`src/rtl/lemon_ctrl.sv`:
```
// lemon_ctrl: multi-cycle fetch/decode/execute sequencer for the LemonPC core datapath.
// Optional build macro LEMON_CTRL_PERF_EN adds cycle and retired-instruction counters.
module lemon_ctrl #(
   parameter logic [63:0] RESET_PC      = 64'h8000_0000,
   parameter int unsigned FETCH_TIMEOUT = 16
) (
   input  logic        i_clk,
   input  logic        i_rst,
   output logic        o_imem_req,
   output logic [63:0] o_imem_addr,
   input  logic        i_imem_gnt,
   input  logic        i_imem_rvalid,
   input  logic [31:0] i_imem_rdata,
   output logic [63:0] o_pc,
   output logic [31:0] o_inst,
   output logic [4:0]  o_rs1,
   output logic [4:0]  o_rd,
   output logic [63:0] o_imm,
   output logic [3:0]  o_alu_sel,
   output logic        o_rf_wen,
   output logic        o_halted,
   output logic [1:0]  o_halt_code
`ifdef LEMON_CTRL_PERF_EN
   ,
   output logic [63:0] o_cycle_cnt,
   output logic [63:0] o_instret_cnt
`endif
);

   typedef enum logic [2:0] {
      S_RESET  = 3'd0,
      S_FETCH  = 3'd1,
      S_WAIT   = 3'd2,
      S_DECODE = 3'd3,
      S_EXEC   = 3'd4,
      S_HALT   = 3'd5
   } state_t;

   localparam logic [6:0]  OP_IMM     = 7'b0010011;
   localparam logic [31:0] INST_EBRK  = 32'h0010_0073;
   localparam logic [1:0]  HC_RUN     = 2'd0;
   localparam logic [1:0]  HC_EBREAK  = 2'd1;
   localparam logic [1:0]  HC_ILLEGAL = 2'd2;
   localparam logic [1:0]  HC_TIMEOUT = 2'd3;

   state_t      r_state;
   state_t      w_state_nxt;
   logic [63:0] r_pc;
   logic [31:0] r_inst;
   logic [3:0]  r_alu_sel;
   logic [1:0]  r_halt_code;
   logic [1:0]  w_halt_code_nxt;
   logic [31:0] r_tcnt;
   logic [31:0] w_tcnt_inc;
   logic        w_timeout;
   logic        w_legal;
   logic [2:0]  w_funct3;

   assign w_funct3   = r_inst[14:12];
   assign w_legal    = (r_inst[6:0] == OP_IMM) &&
                       ((w_funct3 == 3'b000) || (w_funct3 == 3'b100) ||
                        (w_funct3 == 3'b110) || (w_funct3 == 3'b111));
   // Count including the current FETCH/WAIT cycle; zero limit disables the timeout.
   assign w_tcnt_inc = r_tcnt + 32'd1;
   assign w_timeout  = (FETCH_TIMEOUT != 32'd0) && (w_tcnt_inc == FETCH_TIMEOUT);

   always_comb begin
      w_state_nxt     = r_state;
      w_halt_code_nxt = r_halt_code;
      case (r_state)
         S_RESET: w_state_nxt = S_FETCH;
         S_FETCH: begin
            if (w_timeout) begin
               w_state_nxt     = S_HALT;
               w_halt_code_nxt = HC_TIMEOUT;
            end else if (i_imem_gnt) begin
               w_state_nxt = S_WAIT;
            end
         end
         S_WAIT: begin
            // Returned data takes priority over a timeout expiring in the same cycle.
            if (i_imem_rvalid) begin
               w_state_nxt = S_DECODE;
            end else if (w_timeout) begin
               w_state_nxt     = S_HALT;
               w_halt_code_nxt = HC_TIMEOUT;
            end
         end
         S_DECODE: begin
            if (w_legal) begin
               w_state_nxt = S_EXEC;
            end else begin
               w_state_nxt     = S_HALT;
               w_halt_code_nxt = (r_inst == INST_EBRK) ? HC_EBREAK : HC_ILLEGAL;
            end
         end
         S_EXEC:  w_state_nxt = S_FETCH;
         S_HALT:  w_state_nxt = S_HALT;
         default: w_state_nxt = S_RESET;
      endcase
   end

   always_ff @(posedge i_clk or posedge i_rst) begin
      if (i_rst) begin
         r_state     <= S_RESET;
         r_pc        <= RESET_PC;
         r_inst      <= 32'd0;
         r_alu_sel   <= 4'd0;
         r_halt_code <= HC_RUN;
         r_tcnt      <= 32'd0;
      end else begin
         r_state     <= w_state_nxt;
         r_halt_code <= w_halt_code_nxt;
         if ((r_state == S_FETCH) || (r_state == S_WAIT)) begin
            r_tcnt <= w_tcnt_inc;
         end else begin
            r_tcnt <= 32'd0;
         end
         if ((r_state == S_WAIT) && i_imem_rvalid) begin
            r_inst <= i_imem_rdata;
         end
         if ((r_state == S_DECODE) && w_legal) begin
            r_alu_sel <= {1'b0, w_funct3};
         end
         if (r_state == S_EXEC) begin
            r_pc <= r_pc + 64'd4;
         end
      end
   end

`ifdef LEMON_CTRL_PERF_EN
   logic [63:0] r_cycle_cnt;
   logic [63:0] r_instret_cnt;

   always_ff @(posedge i_clk or posedge i_rst) begin
      if (i_rst) begin
         r_cycle_cnt   <= 64'd0;
         r_instret_cnt <= 64'd0;
      end else begin
         if ((r_state != S_RESET) && (r_state != S_HALT)) begin
            r_cycle_cnt <= r_cycle_cnt + 64'd1;
         end
         if (r_state == S_EXEC) begin
            r_instret_cnt <= r_instret_cnt + 64'd1;
         end
      end
   end

   assign o_cycle_cnt   = r_cycle_cnt;
   assign o_instret_cnt = r_instret_cnt;
`endif

   assign o_imem_req  = (r_state == S_FETCH);
   assign o_imem_addr = r_pc;
   assign o_pc        = r_pc;
   assign o_inst      = r_inst;
   assign o_rs1       = r_inst[19:15];
   assign o_rd        = r_inst[11:7];
   assign o_imm       = {{52{r_inst[31]}}, r_inst[31:20]};
   assign o_alu_sel   = r_alu_sel;
   assign o_rf_wen    = (r_state == S_EXEC) && (r_inst[11:7] != 5'd0);
   assign o_halted    = (r_state == S_HALT);
   assign o_halt_code = r_halt_code;

endmodule

```
`config.mk`:
```
export PLATFORM = sky130hd
export DESIGN_NAME = lemon_ctrl
export DESIGN_NICKNAME = d
export VERILOG_FILES = /design/src/rtl/lemon_ctrl.sv
export SDC_FILE = /design/constraint.sdc
export NUM_CORES = 1
export LEC_CHECK = 0
export BUFFER_PORTS_ARGS = -buffer_cell sky130_fd_sc_hd__buf_2
export CORE_MARGIN = 2
export CORE_UTILIZATION = 40
export CTS_CLUSTER_DIAMETER = 40
export DETAILED_ROUTE_END_ITERATION = 10
export MAX_ROUTING_LAYER = met4
export PLACE_DENSITY = 0.67
export SLEW_MARGIN = 10
export SYNTH_ARGS = -nofsm -noshare
export SYNTH_HDL_FRONTEND = slang
export SYNTH_SLANG_ARGS = --single-unit
```
`constraint.sdc`:
```
create_clock -name i_clk -period 6.6 [get_ports i_clk]
set_clock_uncertainty 0.15 [all_clocks]
set_input_delay 0.33 -clock i_clk [delete_from_list [all_inputs] [get_ports i_clk]]
set_output_delay 0.33 -clock i_clk [all_outputs]
set_load 0.03 [all_outputs]
```
==> metrics.yaml, run 1 <==
status: "complete, but fails checks"
violations: "design-rule violations"
cts.root.buffer_cell: "clkbuf_16"
maxSlewHeadroom: 0.325
post_cts_resized: 0
finalCritPeriodShare: 0.537
hold_viol: 0
overflow: 0
ios: 279
n_antenna_cell: 0
hold_path_class: "in2reg"
powerDensity_mw_per_mm2: 388
worst-path-buf-inv: 0
cts_hold_buffers: 31
die_area_mm2: 0.0196
critical_path.top_delay_family: "simple AND/OR/NAND/NOR gates"
min_period_ps: 3540
synth_top_family_by_area: "simple AND/OR/NAND/NOR gates"
synth_area_per_cell_um2: 10.2
worstHoldStart: "i_imem_rdata[25]"
most-common-layout-cells: "273 x buf_2, 133 x dfrtp_1, 72 x xnor2_1"
power_leakage_nw: 4.41
synthArstFlopShare: 1.00
cts.reportedPaths.clkPinSlew_ps: 60
worstMarginPinSlew_ps: 1010
tritoncts: "built"
yosysSeqAreaShare: 0.453
dpl.hpwl_mm: 12.0
grt_usage: 0.184
end_kind: "flip-flop"
synth_xor_area_frac: 0.111
reg2reg_depth: 8
core_region_area_mm2: 0.0181
antenna_found_initial: 0
h-tree-depth: 4
final_common_cell: "buf_2"
cts.path.max_buffers: 2
min_path_cells: 2
synth-simple-area-share: 0.173
placementRows: 49
chipHeight_um: 140
area_growth_pct: 19.1
synth_cells: 724
ys_seq_elements: 134
irDropWorstVdd_mv: 0.322
clock_latency_ps: 420
drt_iter0_markers: 398
synth_ff_type: "dfrtp_1"
slew_violations: 0
numCtsBuffers: 17
final_antenna_net_count: 0
drive_gt1_frac: 0.398
cap_violations: 0
synth_fa_ha_area_frac: 0.00338
synth_compound_area_frac: 0.0386
slowest_stage: "nor3b_2"
path_class: "reg2reg"
synth_mux_area_frac: 0.0605
gp_congestion: 0.814
cp-start-kind: "flip-flop"
slowest_delay_ps: 580
synthesis.area_mm2: 0.00740
wire_per_inst_um: 15.1
start_util: 0.409
drc_errors: 20
timing.rr.start: "r_state[2]"
finalNonFillerCells: 1138
dp_cells: 1075
crit_chain: "nor3b_2 > and3_1 > nand4_1 > nor2_1 > nand3_1 > nor2_1 > nand4_1 > xnor2_1"
cp_max_fo: 12
grt_max_degree: 75
worstHoldEndpoint: "o_inst[25]"
vias: 5588
synth_edf_count: 0
dr.pass1.iters: 9
r2r_slack_ps: 3060
rsz0062_at_grt: "no"
drt_wl_total_mm: 17.2
setup_violations: 0
fill_cells: 1628
ys.warnings.count: 0
fin_nets: 934
worstPathArrival_ps: 3690
synthDistinctLibCells: 58
r2r-end: "o_imem_addr[49]"
cts_setup_buffers: 0
required_ps: 6750
grt_pass1_wl_mm: 28.2
setup_tns_ps: 0
cts_sinks: 134
die_w_um: 140
fmax_mhz: 282
port_buffers: 273
grt_pass1_vias: 5325
vias_per_cell: 4.91
cell usage after synthesis, types with 7 or more instances:
master	number	share of area
a21oi_1	9	0.0061
and3_1	18	0.015
buf_4	141	0.14
clkbuf_1	15	0.0076
dfrtp_1	133	0.45
inv_1	11	0.0056
mux2_2	38	0.058
nand2_1	51	0.026
nand3_1	30	0.020
nand4_1	24	0.020
nor2_1	63	0.032
nor3_1	12	0.0081
nor4_1	10	0.0085
or3_1	7	0.0059
xnor2_1	72	0.085
xor2_1	20	0.024
how the worst max path moves through the flow:
stage                           from               to  slack, ps  cells past startpoint
after floorplan                i_rst     o_alu_sel[0]       2540                      1
after global placement    r_state[2]  o_imem_addr[63]       3260                      8
after detailed placement  r_state[2]  o_imem_addr[49]       3060                      8
after CTS                 r_state[2]  o_imem_addr[49]       3060                      8
after global routing      r_state[2]  o_imem_addr[63]       2690                      8
final                     r_state[2]  o_imem_addr[49]       3060                      8
metal layers:
layer  share of wire  track usage
met4           0.014       0.0595
met2            0.49        0.295
met5               0            -
met1            0.44        0.238
met3           0.052       0.0342
logic make-up after synthesis:
family,Yosys count
adder cells (fa/ha/maj),2
multiplexers,40
AO/OA/AOI/OAI,38
XOR/XNOR,93
AND/OR/NAND/NOR,246
flip-flops,134
other,1
buffers and inverters,170
state kept, by name, indices dropped and copies added, names as in the netlist:
signal / cells
r_state: 3
o_inst: 32
o_alu_sel: 3
o_halt_code: 2
r_tcnt: 32
o_imem_addr: 62
power by group:
part	total, mW	internal (mW)	switching (mW)
combinational	1.45	0.396	1.05
sequential	1.11	0.948	0.162
clock	0.860	0.484	0.376
total	3.42	1.83	1.59
stage by stage:
stage	power, mW	util	setup WS (ps)	area, µm²	hold WS (ps)
finish	3.42	0.487	3060	8810	26.1
global route	3.58	0.487	2690	8810	8.41
CTS	3.44	0.487	3060	8810	3.14
detailed placement	2.56	0.441	3060	7970	326
global placement	2.55	0.441	3260	7970	309
floorplan	2.44	-	2540	7410	298
area by class of cell:
cell class	count	area, µm²	share of cell area
flip-flops and latches	134	3350	0.381
multi-input cells	424	2880	0.327
repair buffers	308	1710	0.194
clock buffers	19	433	0.0491
well taps	229	287	0.0325
clock inverters	13	101	0.0115
inverters	11	46.3	0.00525
No activity file was read; power rests on OpenSTA's default activity.
==> inputs of run 2 (changes only) <==
Settings changed: ABC_AREA set to 1, PLACE_DENSITY 0.67 to 0.66.
Clock period 6.6 ns to 3.6 ns, I/O delays scaled along.
==> run 2 against run 1 <==
Net effect: the run now ends clean; critical path depth rose by 8; flip-flop and latch count stayed put; sequential power rose by 76%; count of clock-buffer cells in the layout decreased by 2; first-iteration DRC count rose by 30%; synthesized cell count is 52% higher; synthesized area is 13% higher; setup slack got worse by 2000 ps; final cell count rose by 37%; maximum frequency is 37% higher; worst hold slack improved by 300 ps; clock power grew 100%; critical endpoint is now o_halt_code[0]; largest power group unchanged.
==> metrics.yaml, run 2 <==
power_mw: 6.47  # +89%
tritoncts: "built"
synthDistinctLibCells: 37  # -36%
core_region_area_mm2: 0.0204  # +13%
slowest_stage: "dfrtp_1"
worstPathArrival_ps: 2740  # -950 ps
antenna_found_initial: 1  # +1
grt_max_degree: 135  # +80%
cts.reportedPaths.clkPinSlew_ps: 60  # about the same
cts.path.max_buffers: 2  # unchanged
gp_congestion: 0.929  # +14%
cap_violations: 0  # unchanged
setup_ws_ps: 1020  # -2040 ps
synth_ff_type: "dfrtp_1"
largest_register_ffs: 62  # unchanged
pwr-share-clk: 0.270  # +0.018
clock_latency_ps: 420  # about the same
finalNonFillerCells: 1562  # +37%
yosysSeqAreaShare: 0.401  # -0.0527
drive_gt1_frac: 0.267  # -0.131
slew_violations: 0  # unchanged
path_class: "reg2reg"
rsz0062_at_grt: "no"
critical_path.top_delay_family: "simple AND/OR/NAND/NOR gates"
overflow: 0  # unchanged
grt_pass1_vias: 6875  # +29%
synth_cells: 1100  # +52%
h-tree-depth: 4  # unchanged
worst-path-buf-inv: 0  # unchanged
final_antenna_net_count: 0  # unchanged
ys_seq_elements: 134  # unchanged
area_growth_pct: 19.0
maxSlewHeadroom: 0.312  # -0.0129
p_seq_frac: 0.302  # -0.023
synthArstFlopShare: 1.00  # unchanged
die_area_mm2: 0.0221  # +13%
switchingPower_mw: 3.03  # +91%
hold_viol: 0  # unchanged
path_common_cell: "nand2_1"
worstMarginPinSlew_ps: 1030  # +18.2 ps
numCtsBuffers: 17  # unchanged
final_common_cell: "nand2_1"
p_int_mw: 3.43  # +88%
post-synth-top-count-cell: "nand2_1"
grt_pass1_wl_mm: 35.5  # +26%
p_sw_frac: 0.469  # +0.00400
hold_path_class: "reg2reg"
most-common-layout-cells: "275 x nand2_1, 273 x buf_2, 133 x dfrtp_1"
setup_tns_ps: 0  # unchanged
vias_per_cell: 4.79  # -2.5%
grt_usage: 0.211  # +0.0270
dp_cells: 1495  # +39%
drc_errors: 0  # -100%
synth_area_leaders: "dfrtp_1 40%, buf_4 13%, nand2_1 12%, inv_1 5.5%, nor2_1 5.3%"
wire_per_inst_um: 14.2  # -6.3%
dpl.hpwl_mm: 16.9  # +40%
final_util: 0.489  # +0.00177
setup_violations: 0  # unchanged
synth_commonest_cells: "275 x nand2_1, 141 x buf_4, 133 x dfrtp_1"
powerDensity_mw_per_mm2: 649  # +67%
ys.warnings.count: 0  # unchanged
finalCritPeriodShare: 0.717  # +0.180
port_buffers: 273  # unchanged
drt_iter0_markers: 517  # +30%
slowest_delay_ps: 420  # -160 ps
min_period_ps: 2580  # -961 ps
end_kind: "flip-flop"
die_w_um: 149  # +6.2%
dr.pass1.iters: 5  # -4
n_antenna_cell: 0  # unchanged
irDropWorstVdd_mv: 0.472  # +47%
synth_area_leader_cell: "dfrtp_1"
cp-start-kind: "flip-flop"
ios: 279  # unchanged
drt_wl_total_mm: 22.2  # +29%
chipHeight_um: 149  # +6.2%
status: "finished clean"
cp_max_fo: 7  # -5
power_frac_comb: 0.428  # +0.004
synth_area_per_cell_um2: 7.61  # -26%
required_ps: 3760  # -2990 ps
cts_setup_buffers: 0  # unchanged
crit_chain: "ha_1 > nand2_1 > nor2_2 > nand2_2 > nor2_4 > nand2_1 > nand2_1 > nand2_1 > nor2_1 > nand2_1 > nor2_1 > nand3_2 > nand2_2 > nand2_2 > nand2_1 > nand2_1"
power_leakage_nw: 5.24  # +19%
cts_sinks: 134  # unchanged
start_util: 0.411  # +0.00203
synth_top_area_frac: 0.398  # -0.0523
cts.root.buffer_cell: "clkbuf_16"
fmax_mhz: 388  # +37%
placementRows: 52  # +6.1%
vias: 7480  # +34%
synthesis.area_mm2: 0.00837  # +13%
synth_edf_count: 0  # unchanged
fin_nets: 1317  # +41%
pre_cts_ws_ps: 1070  # -1990 ps
[run 2: cell types whose count changed after synthesis, moves of 13 or more]
cell,change
nand2_1,+224
inv_1,+111
nor2_1,+56
xnor2_1,-52
mux2_2,-38
o21ai_0,+30
xor2_1,+24
nor3_1,+19
and3_1,-17
nand3_1,+13
[run 2: worst paths after layout]
kind / startpoint / endpoint / slack (ps) / cells past startpoint
min in group asynchronous: i_rst / o_imem_addr[50] / 370 / 4
worst min register to register: o_halt_code[1] / o_halt_code[1] / 320 / 2
worst min-delay path: o_halt_code[1] / o_halt_code[1] / 320 / 2
max in group asynchronous: i_rst / o_alu_sel[1] / 2390 / 4
worst max-delay path: r_tcnt[0] / o_halt_code[0] / 1020 / 16
worst max register to register: r_tcnt[0] / o_halt_code[0] / 1020 / 16
[run 2: power groups by stage]
stage,Sequential (mW),Clock (mW),Combinational [mW]
floorplan,2.40,0,2.09
detailed placement,1.97,0,2.76
finish,1.95,1.74,2.77
global route,1.98,1.86,2.97
CTS,1.95,1.78,2.79
global placement,1.97,0,2.74
[run 2: layout make-up]
| class | instances | area (µm²) |
|---|---|---|
| flip-flops and latches | 134 | 3350 |
| fillers | 1939 | 10400 |
| repair buffers | 311 | 1750 |
| clock inverters | 15 | 166 |
| inverters | 122 | 462 |
| multi-input cells | 693 | 3460 |
| clock buffers | 17 | 425 |
| well taps | 270 | 338 |
[run 2: kinds of logic (layout without fill, tap and decap cells)]
kind of cell / after synthesis / count (layout) / synth area share
other cells: 1 / 5 / 0.000448
fa+ha+maj: 2 / 2 / 0.00299
buf+inv: 277 / 465 / 0.189
flops: 134 / 134 / 0.401
compound gates: 58 / 58 / 0.0354
xor+xnor: 64 / 64 / 0.0670
simple gates: 564 / 564 / 0.305
[run 2: stage by stage]
stage                     instance area (µm²)  hold slack, ps
final                                    9960             323
after detailed placement                 9020             234
after global routing                     9960             346
after floorplan                          8390             147
after global placement                   9020             231
after CTS                                9960             316
[run 2: what timing repair did]
item / CTS / global route
hold endpoints to repair: 167 / 0
resized for setup: 0 / 0
hold buffers: 35 / 0
setup endpoints to repair: 0 / 0
[run 2: tightest hold or removal path: stages, from the launching register on]
cell and delay (ps):
dfrtp_1 340, nand2_1 50, nand2_1 50
[run 2: routing by layer]
layer,GRT usage,wire [µm]
met3,0.0365,1400
met1,0.286,10100
met4,0.0757,555
met5,-,0
met2,0.321,10100
